File: src/rtl/pci_phase_tracker.sv
// pci_phase_tracker
//   Follows FRAME#/IRDY#/TRDY#/DEVSEL# (and optionally STOP#) on a PCI bus and
//   reports the current bus phase, counts completed data transfers and wait
//   states, detects master abort by DEVSEL# timeout and classifies how each
//   transaction terminated. All bus inputs are active-low.
//
//   Build option: define PCI_TRACKER_STOP_EN to honour STOP# (retry and
//   disconnect classification). Without it the stop input is ignored.
//
// Ports
//   clk        bus clock, every register updates on the falling edge
//   rst        synchronous active-high reset
//   frame      FRAME#
//   irdy       IRDY#
//   trdy       TRDY#
//   devsel     DEVSEL#
//   stop       STOP#
//   state      current phase (encoding in the table below)
//   data_count transfers in the current/last transaction (wraps)
//   wait_count DATA_WAIT cycles in the current/last transaction (saturates)
//   xfer       one-cycle pulse per completed data transfer
//   done       one-cycle pulse during TURNAROUND
//   term       0 normal, 1 master abort, 2 retry, 3 disconnect
//
// state      | meaning
// IDLE       | bus idle, waiting for FRAME#
// ADDRESS    | address phase, per-transaction counters cleared on exit
// DATA_WAIT  | data phase without a transfer yet (wait state)
// DATA       | a transfer completed on the previous edge
// FINAL      | last transfer done, waiting for IRDY# to release
// TURNAROUND | one idle-bus cycle, done pulses here
// ABORT      | master abort, waiting for FRAME# and IRDY# to release

module pci_phase_tracker #(
  parameter int CNT_W          = 8,
  parameter int WAIT_W         = 4,
  parameter int DEVSEL_TIMEOUT = 5
) (
  input  logic              clk,
  input  logic              rst,
  input  logic              frame,
  input  logic              irdy,
  input  logic              trdy,
  input  logic              devsel,
  input  logic              stop,
  output logic [2:0]        state,
  output logic [CNT_W-1:0]  data_count,
  output logic [WAIT_W-1:0] wait_count,
  output logic              xfer,
  output logic              done,
  output logic [1:0]        term
);

  typedef enum logic [2:0] {
    IDLE       = 3'd0,
    ADDRESS    = 3'd1,
    DATA_WAIT  = 3'd2,
    DATA       = 3'd3,
    FINAL      = 3'd4,
    TURNAROUND = 3'd5,
    ABORT      = 3'd6
  } phase_e;

  localparam logic [WAIT_W-1:0] TIMEOUT = WAIT_W'(DEVSEL_TIMEOUT);

  phase_e              state_r, state_nxt;
  logic [CNT_W-1:0]    data_count_nxt;
  logic [WAIT_W-1:0]   wait_count_nxt;
  logic [WAIT_W-1:0]   timer, timer_nxt;
  logic                devsel_seen, devsel_seen_nxt;
  logic                xfer_nxt;
  logic                done_nxt;
  logic [1:0]          term_nxt;
  logic                xfer_cond;
  logic                stop_hit;
  logic                wait_inc;

  assign xfer_cond = ~irdy & ~trdy & ~devsel;

`ifdef PCI_TRACKER_STOP_EN
  // Master abort outranks a target stop.
  assign stop_hit = ~stop & ~devsel & (term != 2'd1);
`else
  logic stop_unused;
  assign stop_unused = stop;
  assign stop_hit    = 1'b0;
`endif

  always_comb begin
    state_nxt       = state_r;
    data_count_nxt  = data_count;
    wait_count_nxt  = wait_count;
    timer_nxt       = timer;
    devsel_seen_nxt = devsel_seen;
    term_nxt        = term;
    xfer_nxt        = 1'b0;
    wait_inc        = 1'b0;

    case (state_r)
      IDLE: begin
        if (!frame) state_nxt = ADDRESS;
      end
      ADDRESS: begin
        state_nxt       = DATA_WAIT;
        data_count_nxt  = '0;
        wait_count_nxt  = '0;
        term_nxt        = 2'd0;
        timer_nxt       = '0;
        devsel_seen_nxt = 1'b0;
      end
      DATA_WAIT, DATA: begin
        // Once DEVSEL# has been seen the timer stays cleared for the rest
        // of the transaction.
        if (!devsel) begin
          devsel_seen_nxt = 1'b1;
          timer_nxt       = '0;
        end
        if (xfer_cond) begin
          data_count_nxt = data_count + CNT_W'(1);
          xfer_nxt       = 1'b1;
          state_nxt      = frame ? FINAL : DATA;
          if (stop_hit) begin
            term_nxt  = 2'd3;
            state_nxt = FINAL;
          end
        end else if (stop_hit) begin
          term_nxt  = (data_count == '0) ? 2'd2 : 2'd3;
          wait_inc  = (state_r == DATA_WAIT);
          state_nxt = FINAL;
        end else if (state_r == DATA) begin
          state_nxt = DATA_WAIT;
        end else if (devsel && !devsel_seen) begin
          timer_nxt = timer + WAIT_W'(1);
          // Abort takes the edge; the wait state is not counted.
          if (timer_nxt == TIMEOUT) begin
            state_nxt = ABORT;
            term_nxt  = 2'd1;
          end else begin
            wait_inc = 1'b1;
          end
        end else begin
          wait_inc = 1'b1;
        end
        if (wait_inc && (wait_count != '1)) wait_count_nxt = wait_count + WAIT_W'(1);
      end
      FINAL: begin
        if (irdy) state_nxt = TURNAROUND;
      end
      ABORT: begin
        if (frame && irdy) state_nxt = TURNAROUND;
      end
      TURNAROUND: begin
        state_nxt = IDLE;
      end
      default: begin
        state_nxt = IDLE;
      end
    endcase

    done_nxt = (state_nxt == TURNAROUND);
  end

  always_ff @(negedge clk) begin
    if (rst) begin
      state_r     <= IDLE;
      data_count  <= '0;
      wait_count  <= '0;
      timer       <= '0;
      devsel_seen <= 1'b0;
      xfer        <= 1'b0;
      done        <= 1'b0;
      term        <= 2'd0;
    end else begin
      state_r     <= state_nxt;
      data_count  <= data_count_nxt;
      wait_count  <= wait_count_nxt;
      timer       <= timer_nxt;
      devsel_seen <= devsel_seen_nxt;
      xfer        <= xfer_nxt;
      done        <= done_nxt;
      term        <= term_nxt;
    end
  end

  assign state = state_r;

endmodule

File: config.mk
export PLATFORM = sky130hd
export DESIGN_NAME = pci_phase_tracker
export DESIGN_NICKNAME = d
export VERILOG_FILES = /design/src/rtl/pci_phase_tracker.sv
export SDC_FILE = /design/constraint.sdc
export NUM_CORES = 1
export LEC_CHECK = 0
export CAP_MARGIN = 20
export CORE_ASPECT_RATIO = 0.8
export CORE_MARGIN = 4
export CORE_UTILIZATION = 52
export CTS_BUF_LIST = sky130_fd_sc_hd__clkbuf_8
export DETAILED_ROUTE_END_ITERATION = 10
export GPL_TIMING_DRIVEN = 0
export PLACE_DENSITY_LB_ADDON = 0.1
export SYNTH_ARGS = -nofsm -noshare
export SYNTH_HDL_FRONTEND = slang
export SYNTH_SLANG_ARGS = --single-unit
export TNS_END_PERCENT = 5
File: constraint.sdc
create_clock -name clk -period 1.9 [get_ports clk]
set_input_delay 0.38 -clock clk [delete_from_list [all_inputs] [get_ports clk]]
set_output_delay 0.38 -clock clk [all_outputs]
set_load 0.005 [all_outputs]
* Word-level counts from Yosys, hierarchy flattened
Index checks and enable logic that the tools add are counted.
** Storage, ports and cells
- Register bits after elaboration :: 24
- Output and inout port bits :: 19
** Cells by class
- Muxes and demuxes :: 31
- Bitwise gates (word level) :: 6
- Equal/unequal tests :: 15
- Reductions and logical operators :: 12
- $add $sub $neg :: 3
** Operators by type and width (number)
- 2-to-1 mux 3 bit :: 8
- 2-to-1 mux 4 bit :: 5
- case mux 4 bit (2 select lines) :: 2
- case mux 8 bit (2 select lines) :: 1
- case mux 3 bit (5 select lines) :: 1
- inequality test 2 bit (second input constant) :: 7
- equality test 3 bit (second input constant) :: 3
- adder 4 x 1 -> 4 bit (second input constant) :: 2
- adder 8 x 1 -> 8 bit (second input constant) :: 1
- 2-to-1 mux 2 bit :: 4
- 2-to-1 mux 8 bit :: 1
- 2-to-1 mux 1 bit :: 7
- equality test 3 x 2 -> 1 bit (second input constant) :: 2
- AND reduction 2 bit :: 3
- AND reduction 5 bit :: 1
- equality test 4 x 3 -> 1 bit (second input constant) :: 1
- inequality test 4 bit (second input constant) :: 1
- inverter 1 bit :: 4
- case mux 2 bit (2 select lines) :: 1
- OR reduction 2 bit :: 2
- equality test 3 x 1 -> 1 bit (second input constant) :: 1
- logical AND 1 bit :: 3
- logical NOT 3 bit :: 1
- AND 1 bit :: 2
- 3 further kinds :: 3

* Longest topological paths before layout
Gate-level depths: netlist of the first run.
- Word-level depth :: 10
- Mapped depth :: 6
- Gate-level depth less buffers :: 5

==> results.md, run 1 <==
* Die Y at 51.2 µm
* Final hold vios at 0
* CP endpoint kind: register
* Layout area overhead at 49.9%
* Crit path cell chain: buf_8 -> nor4b_4 -> nor2_2 -> or4_4 -> a21oi_2
* Seq/Total Area, Yosys at 0.379
* Rel. slew slack at 0.569
* DIE AREA at 3180 µm²
* Leak at 0.829 nW
* Hold Path Class: reg -> reg
* # IOs at 26
* Setup violations, final at 35
* Critical path class: in -> reg
* Syn_area_per_cell at 8.26 µm²
* Power Density at 613 nW/µm²
* DP Area at 1480 µm²
* Synth Cell Area at 1210 µm²
* Synth cell types at 39
* Main synth FF type: dfxtp_1
* IO Port Bufs at 23
* Clock Tree Buf Depth at 2
* Status: complete, but fails checks
* Worst Path Required at 1.21 ns
* Violated checks: setup timing
* Worst-path clk slew at 0.03 ns
* Diode count at 0
* Final Power at 1.12 mW
* Initial antenna violation count at 0
* Synth Warn # at 0
* Async S/R FF share, synth at 0
* Placer Congestion at 0.913
* Setup total negative slack at -6.36 ns
* Nets@finish at 226
* Clk sinks at 23
* DR iter-0 viols at 75
* Cell Count, Final, Fillers Out at 239
* Largest stage delay, worst path at 0.43 ns
* Synthesized flop and latch total at 23
* Routed WL at 3560 µm
* CTS H-tree depth at 1
* DR pass1 iterations at 4
* Mapped Nets at 158
* Clock Tree Root: clkbuf_8
* Width of the die at 62.0 µm
* Fin. max-slew vios at 0
* Largest net degree at the start of global routing at 13
* Layout cells sized above 1 at 0.379
* Post-route cell area at 1820 µm²
* Post-synth EDFFs at 0
* GRT overflow at 0
* Slowest cell on crit path: or4_4
* Maximum vdd drop at 0.734 mV
* Final worst slack at -0.328 ns
* Detail Route Antenna Nets at 0
* Post-DP HPWL at 2070 µm
* Fillers at 132
* First-pass GRT wire length at 5710 µm
* WP data arrival at 1.54 ns
* Final clock skew at 0.0147 ns
* Site row count at 15
* Post-Syn Instances at 147
* CTS Buf Count at 3
* Core Footprint at 2200 µm²
* Placed cell count at 195
* Initial Utilization at 0.553
* Hold Slack at 0.440 ns
* CTS tree: yes
* Gr usage total at 0.235
* Routed WL per cell at 14.9 µm
* Via count at 1379
* CP max FO at 4
* Vias in the first global route at 1348
* Unrepaired setup endpoints after global routing: yes
* Worst Tran Pin Value at 0.644 ns
* Crit start category: input pin
* Drt via density at 5.77
* Residual DRC at 0
* MaxCap Viol Count at 0
* Clk_lat worst skew at 0.34 ns
-- worst max-delay path, delay by kind of cell --
family | cells | cell delay, ns
buf+inv | 1 | 0.10
compound gates | 1 | 0.13
simple gates | 3 | 0.93
-- layout make-up --
type	count	area, µm²	share of cell area
buffer	6	42.5	0.0234
timing repair buffer	42	354	0.194
tap	25	31.3	0.0172
inverter	6	22.5	0.0124
clock buffer	3	41.3	0.0227
clock inverter	24	90.1	0.0495
sequential	23	490	0.269
multi-input combinational	110	749	0.411
-- path summary, 6_finish.rpt --
kind	cells after the start	to	slack [ns]	start
worst max-delay path	5	data_count[6]	-0.33	trdy
worst min-delay path	2	term[0]	0.44	term[0]
worst max register to register	6	wait_count[2]	0.13	wait_count[0]
worst min register to register	2	term[0]	0.44	term[0]
-- metrics by stage --
stage                     setup WS, ns   util
after CTS                       -0.262  0.800
final                           -0.328  0.830
after detailed placement         -1.17  0.674
after global routing            -0.368  0.830
after floorplan                 -0.481      -
after global placement           -1.15  0.674
-- flip-flops by register name (all words and copies together) (netlist names) --
register / count
state: 3
devsel_seen: 1
done: 1
xfer: 1
timer: 4
wait_count: 4
data_count: 8
term: 1
-- cell usage after synthesis (2+ instances only) --
cell | count | area [µm²]
buf_4 | 2 | 15.0
nand4_1 | 2 | 12.5
or3_1 | 2 | 12.5
o21ai_0 | 15 | 75.1
a21oi_1 | 15 | 75.1
or3_2 | 2 | 15.0
nand2_1 | 15 | 56.3
xor2_1 | 5 | 43.8
nand2b_1 | 2 | 12.5
buf_2 | 2 | 10.0
a31oi_1 | 2 | 12.5
ha_1 | 4 | 50.1
inv_1 | 7 | 26.3
nor3_1 | 3 | 15.0
o2111ai_1 | 2 | 17.5
clkbuf_1 | 3 | 11.3
nand3_1 | 5 | 25.0
mux2i_1 | 2 | 20.0
or4_1 | 2 | 15.0
a2111o_1 | 2 | 22.5
dfxtp_1 | 23 | 460
nor2b_1 | 4 | 25.0
nor2_1 | 10 | 37.5
-- placed cells by master, fill, tap and decap left out, types with 3 or more instances in the layout --
| master | n |
|---|---|
| nor2b_1 | 4 |
| xor2_1 | 5 |
| nor2_1 | 10 |
| dfxtp_4 | 4 |
| nand2_1 | 15 |
| clkbuf_8 | 3 |
| ha_1 | 4 |
| buf_6 | 12 |
| dfxtp_2 | 12 |
| o21ai_1 | 3 |
| a21oi_2 | 3 |
| dfxtp_1 | 7 |
| inv_1 | 30 |
| a21oi_1 | 12 |
| o21ai_0 | 11 |
| nand3_1 | 4 |
| buf_4 | 20 |
| buf_2 | 10 |
| buf_8 | 3 |
-- layer usage --
layer | share of wire | GRT usage | vias to the layer above | wire, µm
met1 | 0.43 | 0.310 | 643 | 1530
li1 | - | - | 662 | -
met5 | 0 | 0 | - | 0
met4 | 0.014 | 0.0671 | 0 | 51
met3 | 0.082 | 0.0884 | 9 | 291
met2 | 0.47 | 0.352 | 65 | 1680
-- where the power goes --
group / internal [mW] / switching [mW]
Clock: 0.208 / 0.278
Combinational: 0.0608 / 0.0746
Sequential: 0.489 / 0.00627
-- cells by family (layout without fill, tap and decap cells) --
| family | after synthesis | in the layout | share of synthesized area |
|---|---|---|---|
| multiplexers | 2 | 2 | 0.0165 |
| XOR/XNOR | 5 | 5 | 0.0360 |
| adder cells (fa/ha/maj) | 4 | 4 | 0.0412 |
| AO/OA/AOI/OAI | 42 | 42 | 0.208 |
| flip-flops | 23 | 23 | 0.379 |
| other | 1 | 1 | 0.00309 |
| AND/OR/NAND/NOR | 56 | 56 | 0.265 |
| buffers and inverters | 14 | 81 | 0.0515 |
-- timing repair --
item,in CTS,in global routing
hold buffers,0,0
endpoints found under the setup margin,41,38
setup buffers,19,0
pin swaps,14,7
resized for setup,134,15
Power figures use the tool's default switching activity.
==> run 2: changes to the inputs <==
- CORE_UTILIZATION: 52 -> 47
- SLEW_MARGIN: default -> 40
- clock period: 1.9 -> 1.8 ns (I/O delays scaled with it)
==> run 2 against run 1 <==
  * The flow still finishes with violations (setup timing)
  * Core utilization decreased by 8.5 points
  * Sequential power rose by 4.8%
  * Register-to-register slack got worse by 0.03 ns
  * Non-clock buffer count fell by 11
  * Count of clock-buffer cells in the layout stayed put
  * Clock power grew 37%
  * Via count down 4.1%
  * Worst hold slack gained 0.0013 ns
  * Sequential share of layout area increased by 0.65 points
  * Clock skew up 0.0027 ns
  * Routed wire length is 4.5% lower
  * Critical path depth rose by 1
  * Highest routed layer unchanged
==> results.md, run 2 (synthesis gave the netlist of run 1 again) <==
* Layout cells sized above 1 at 0.374 (-0.00412)
* Final Power at 1.33 mW (+19%)
* Final worst slack at -0.388 ns (-0.0598 ns)
* Max reg flops at 8 (unchanged)
* DIE AREA at 3470 µm² (+9.1%)
* Violated checks: setup timing
* Routed WL at 3390 µm (-4.5%)
* Detail Route Antenna Nets at 0 (unchanged)
* Clk sinks at 23 (unchanged)
* Initial antenna violation count at 0 (unchanged)
* Power Density at 727 nW/µm² (+19%)
* Post-DP HPWL at 2050 µm (-1.1%)
* DR iter-0 viols at 78 (+4.0%)
* Hold Slack at 0.441 ns (+0.00129 ns)
* Worst Path Required at 1.16 ns (-0.05 ns)
* Hold Path Class: reg -> reg
* Critical path class: in -> reg
* Worst-path clk slew at 0.03 ns (about the same)
* Width of the die at 64.8 µm (+4.5%)
* CP endpoint kind: register
* GRT overflow at 0 (unchanged)
* Global routing usage on met1 at 0.221 (-0.0895)
* Largest net degree at the start of global routing at 14 (+1)
* First-pass GRT wire length at 5220 µm (-8.6%)
* Commonest cells after routing, fill and taps aside: 29 x inv_1, 14 x nand2_1, 13 x buf_6, 12 x o21ai_0, 11 x a21oi_1
* WP data arrival at 1.55 ns (about the same)
* Crit path cell chain: buf_12 -> nor4b_4 -> buf_4 -> nor2_4 -> or4_1 -> a21oi_1
* MaxCap Viol Count at 0 (unchanged)
* Routed WL per cell at 14.2 µm (-4.5%)
* Residual DRC at 0 (unchanged)
* IO Port Bufs at 23 (unchanged)
* Hold buffers post-CTS at 0 (unchanged)
* CTS H-tree depth at 1 (unchanged)
* Placed cell count at 206 (+5.6%)
* Most flops, register: data_count
* Vias in the first global route at 1220 (-9.5%)
* Drt via density at 5.53 (-4.1%)
* Rel. slew slack at 0.569 (about the same)
* Layout area overhead at 50.9%
* Clock Tree Root: clkbuf_8
* Commonest non-fill, non-tap cell in the layout: inv_1
* Nets@finish at 215 (-4.9%)
* Leak at 0.795 nW (-4.2%)
* Core Footprint at 2460 µm² (+12%)
* Via count at 1322 (-4.1%)
* CTS Buf Count at 3 (unchanged)
* # IOs at 26 (unchanged)
* CTS tree: yes
* Global Route met2 Usage at 0.324 (-0.0274)
* Met3 Track Usage GR at 0.0870 (-0.00134)
* Unrepaired setup endpoints after global routing: yes
* Maximum vdd drop at 0.482 mV (-34%)
* Gr usage total at 0.197 (-0.0379)
* CP max FO at 6 (+2)
* Fin. max-slew vios at 0 (unchanged)
* Largest stage delay, worst path at 0.47 ns (+0.04 ns)
* Top flop regs: data_count: 8 flops, timer: 4 flops, wait_count: 4 flops
* Cell Count, Final, Fillers Out at 239 (unchanged)
* Site row count at 16 (+1)
* Slowest cell on crit path: or4_1
* Status: complete, but fails checks
* Worst Tran Pin Value at 0.644 ns (+0.000601 ns)
* Initial Utilization at 0.493 (-0.0599)
* Placer Congestion at 0.850 (-6.9%)
* Diode count at 0 (unchanged)
* Setup violations, final at 34 (-2.9%)
* Clk_lat worst skew at 0.34 ns (about the same)
* Die Y at 53.5 µm (+4.4%)
* Fin util at 0.744 (-0.0852)
* Clock Tree Buf Depth at 2 (unchanged)
* Final clock skew at 0.0174 ns (+0.00268 ns)
* DR pass1 iterations at 5 (+1)
* Pre-CTS setup slack at -1.23 ns (-0.0553 ns)
* GR peak layer: met2
* Crit start category: input pin
* Final hold vios at 0 (unchanged)
==> run 2: cell count changes in the layout (fill, tap and decap cells not counted), sizes merged <==
cell	delta
bufinv	+1
buf	-11
dlygate4sd2	-1
clkdlybuf4s15	+1
inv	-1
==> run 2: where the power goes <==
part | switching [mW] | internal (mW)
Combinational | 0.0771 | 0.0691
Sequential | 0.00931 | 0.509
Clock | 0.304 | 0.364
Total | 0.391 | 0.942
==> run 2: metrics by stage <==
stage                     area (µm²)  TNS [ns]
final                           1830     -7.65
after floorplan                 1220     -5.28
after global placement          1490    -28.32
after detailed placement        1490    -28.59
after global routing            1830     -8.80
after CTS                       1680     -7.97
==> run 2: final cells by class <==
cell class	count	area (µm²)
clock buffer	3	41.3
sequential	23	505
inverter	6	22.5
clock inverter	24	116
timing repair buffer	30	287
buffer	7	55.1
multi-input combinational	110	761
fill	192	629
tap	36	45.0
==> run 2: what timing repair did <==
action | in CTS | in global routing
endpoints found under the setup margin | 41 | 40
gates resized for setup | 126 | 41
pin swaps | 9 | 14
buffers inserted | 4 | 3
==> run 2: final timing paths <==
kind | from | to | slack [ns] | cells after the start
hold reg to reg | term[0] | term[0] | 0.44 | 2
hold / removal | term[0] | term[0] | 0.44 | 2
setup reg to reg | state[2] | timer[0] | 0.10 | 5
setup / recovery | irdy | data_count[6] | -0.39 | 6
==> run 2: worst max-delay path: cells and delay by family <==
| kind | cells | cell delay (ns) |
|---|---|---|
| AND/OR/NAND/NOR | 3 | 0.77 |
| AO/OA/AOI/OAI | 1 | 0.13 |
| buffers and inverters | 2 | 0.29 |
==> run 2: metal layers <==
layer	vias up	wire [µm]
met2	61	1660
met4	0	59
met5	-	0
met1	611	1440
met3	10	236
li1	640	-
==> run 3: changes to the inputs <==
- ABC_AREA: default -> 1
==> run 3 against run 2 <==
  * The run still ends with setup timing left
  * Total power increased by 9.4%
  * Area after synthesis increased by 4.3%
  * Sequential share of layout area decreased by 1.8 points
  * Worst hold slack improved by 0.028 ns
  * Sequential power up 4.0%
  * First-iteration DRC count rose by 76%
  * Routed wire length up 8.7%
  * Design area up 4.0%
  * Die area is 3.7% higher
  * Final cell count grew 18%
  * Synthesized cell count up 23%
  * Flip-flop and latch count is the same
  * Critical path type is now reg -> out
  * Highest routed layer unchanged
==> results.md, run 3 <==
* GRT overflow at 0 (unchanged)
* Diode count at 0 (unchanged)
* Largest cells by area after synthesis: dfxtp_1 36%, nand2_1 10%, inv_1 8.0%, a21oi_1 6.3%, nor2_1 5.3%
* Post-synth top cells: 35 x nand2_1, 27 x inv_1, 23 x dfxtp_1
* Gr usage total at 0.218 (+0.0213)
* Cell with the most instances after synthesis: nand2_1
* Worst Path Required at 1.44 ns (+0.28 ns)
* Core Footprint at 2500 µm² (+1.6%)
* DR iter-0 viols at 137 (+76%)
* Slowest cell on crit path: dfxtp_4
* Synth Cell Area at 1270 µm² (+4.3%)
* Yosys top cell by area: dfxtp_1
* Clock Tree Buf Depth at 2 (unchanged)
* Synth Warn # at 0 (unchanged)
* CP endpoint kind: output pin
* IO Port Bufs at 22 (-4.3%)
* Maximum vdd drop at 0.564 mV (+17%)
* Violated checks: setup timing
* First-pass GRT wire length at 5990 µm (+15%)
* Layout cells sized above 1 at 0.362 (-0.0126)
* CTS H-tree depth at 1 (unchanged)
* Hold Path End: term[0]
* WP data arrival at 1.69 ns (+0.14 ns)
* Site row count at 16 (unchanged)
* Crit start category: register
* Final Power at 1.46 mW (+9.4%)
* Max reg flops at 8 (unchanged)
* Commonest non-fill, non-tap cell in the layout: inv_1
* Setup violations, final at 29 (-15%)
* Routed WL at 3690 µm (+8.7%)
* Final hold vios at 0 (unchanged)
* Crit path cell chain: buf_6
* Leak at 0.964 nW (+21%)
* Initial antenna violation count at 0 (unchanged)
* CTS Buf Count at 3 (unchanged)
* MaxCap Viol Count at 0 (unchanged)
* Clock Tree Root: clkbuf_8
* Nets@finish at 258 (+20%)
* Final worst slack at -0.249 ns (+0.139 ns)
* CP Depth at 1 (-5)
* Clk sinks at 23 (unchanged)
* Worst reg2reg setup slack at 0.17 ns (+0.07 ns)
* FF-to-FF End: data_count[3]
* DIE AREA at 3600 µm² (+3.7%)
* WP buf/inv at 1 (-1)
* Routed WL per cell at 13.1 µm (-7.9%)
* Top cell type's share of synthesized area at 0.363 (-0.0157)
* CP max FO at 2 (-4)
* Mapped Nets at 192 (+22%)
* Drt via density at 5.18 (-6.3%)
* Hold Slack at 0.470 ns (+0.0282 ns)
* Largest net degree at the start of global routing at 14 (unchanged)
* Final clock skew at 0.0184 ns (+0.00102 ns)
* Top flop regs: data_count: 8 flops, timer: 4 flops, wait_count: 4 flops
* Detail Route Antenna Nets at 0 (unchanged)
* Most flops, register: data_count
* Hold buffers post-CTS at 0 (unchanged)
* Hold Path Depth at 2 (unchanged)
* Initial Utilization at 0.507 (+0.0131)
* Vias in the first global route at 1438 (+18%)
* Largest delay contributor family on the critical path: flip-flops
* Main synth FF type: dfxtp_1
* Async S/R FF share, synth at 0 (unchanged)
* Residual DRC at 0 (unchanged)
* Placer Congestion at 0.823 (-3.2%)
* Post-Syn Instances at 181 (+23%)
* Syn_area_per_cell at 7.00 µm² (-15%)
* Pre-CTS setup slack at -0.913 ns (+0.313 ns)
* Clk_lat worst skew at 0.35 ns (about the same)
* Launching point of the worst reg2reg path: state[2]
* Critical path class: reg -> out
* Power Density at 765 nW/µm² (+5.2%)
* DR pass1 iterations at 4 (-1)
* Via count at 1462 (+11%)
* Layout area overhead at 50.3%
* Worst-path clk slew at 0.05 ns (+0.02 ns)
* Post-DP HPWL at 2210 µm (+7.7%)
* Unrepaired setup endpoints after global routing: yes
* Min-delay src: term[0]
* Synthesized flop and latch total at 23 (unchanged)
* Die Y at 54.4 µm (+1.8%)
* Post-synth EDFFs at 0 (unchanged)
* Largest stage delay, worst path at 0.34 ns (-0.13 ns)
* # IOs at 26 (unchanged)
* Fin. max-slew vios at 0 (unchanged)
* Synth cell types at 32 (-18%)
* Post-route cell area at 1910 µm² (+4.0%)
* CTS tree: yes
* Commonest cells after routing, fill and taps aside: 47 x inv_1, 32 x nand2_1, 18 x buf_4, 17 x nor2_1
* DP Area at 1560 µm² (+4.1%)
* Fin util at 0.762 (+0.0171)
* Seq/Total Area, Yosys at 0.363 (-0.0157)
* Width of the die at 66.1 µm (+1.9%)
* Path depth of the worst reg2reg path at 6 (+1)
* Hold Path Class: reg -> reg
* Status: complete, but fails checks
[run 3: metrics by stage]
stage          TNS [ns]  std cells
2_1_floorplan     -3.11        181
3_3_place_gp     -22.69        239
3_5_place_dp     -23.41        239
4_1_cts           -4.35        281
5_1_grt           -5.69        282
6_report          -4.41        282
[run 3: routing by layer]
metal  vias to the layer above  global-route usage  share of wire
met5                         -                   0              0
met2                        70               0.369           0.49
met3                        12              0.0842          0.067
met4                         0               0.139          0.024
li1                        728                   -              -
met1                       652               0.233           0.42
[run 3: kinds of logic (layout without fill, tap and decap cells)]
group,after synthesis,in the layout,synth area share
buffers and inverters,33,97,0.101
and+or+nand+nor,91,92,0.362
other,1,1,0.00296
adders and majority gates,4,4,0.0395
AOI/OAI and AO/OA,28,28,0.124
DFF,23,23,0.363
xor gates and xnor gates,1,1,0.00691
[run 3: worst max path at each step]
stage / startpoint / endpoint / slack (ns)
global route: state[1] / state[1] / -0.28
floorplan: irdy / data_count[5] / -0.26
CTS: state[0] / state[0] / -0.25
detailed placement: devsel / wait_count[1] / -0.91
global placement: devsel / wait_count[1] / -0.89
finish: state[0] / state[0] / -0.25
[run 3: timing repair]
| action | in CTS | in global routing |
|---|---|---|
| pin swaps | 4 | 5 |
| resized for setup | 124 | 14 |
| endpoints found under the setup margin | 40 | 34 |
| gates cloned | 1 | 0 |
| setup buffers | 15 | 1 |
[run 3: layout make-up]
type | count | area, µm²
inverter | 29 | 114
tap | 36 | 45.0
buffer | 3 | 17.5
timing repair buffer | 38 | 305
clock buffer | 3 | 41.3
sequential | 23 | 492
multi-input combinational | 126 | 774
fill | 193 | 597
clock inverter | 24 | 116
[run 3: where the power goes]
group	total, mW	internal (mW)	switching [mW]
Combinational	0.245	0.0952	0.150
Sequential	0.540	0.528	0.0118
Clock	0.673	0.364	0.309
Total	1.46	0.987	0.471
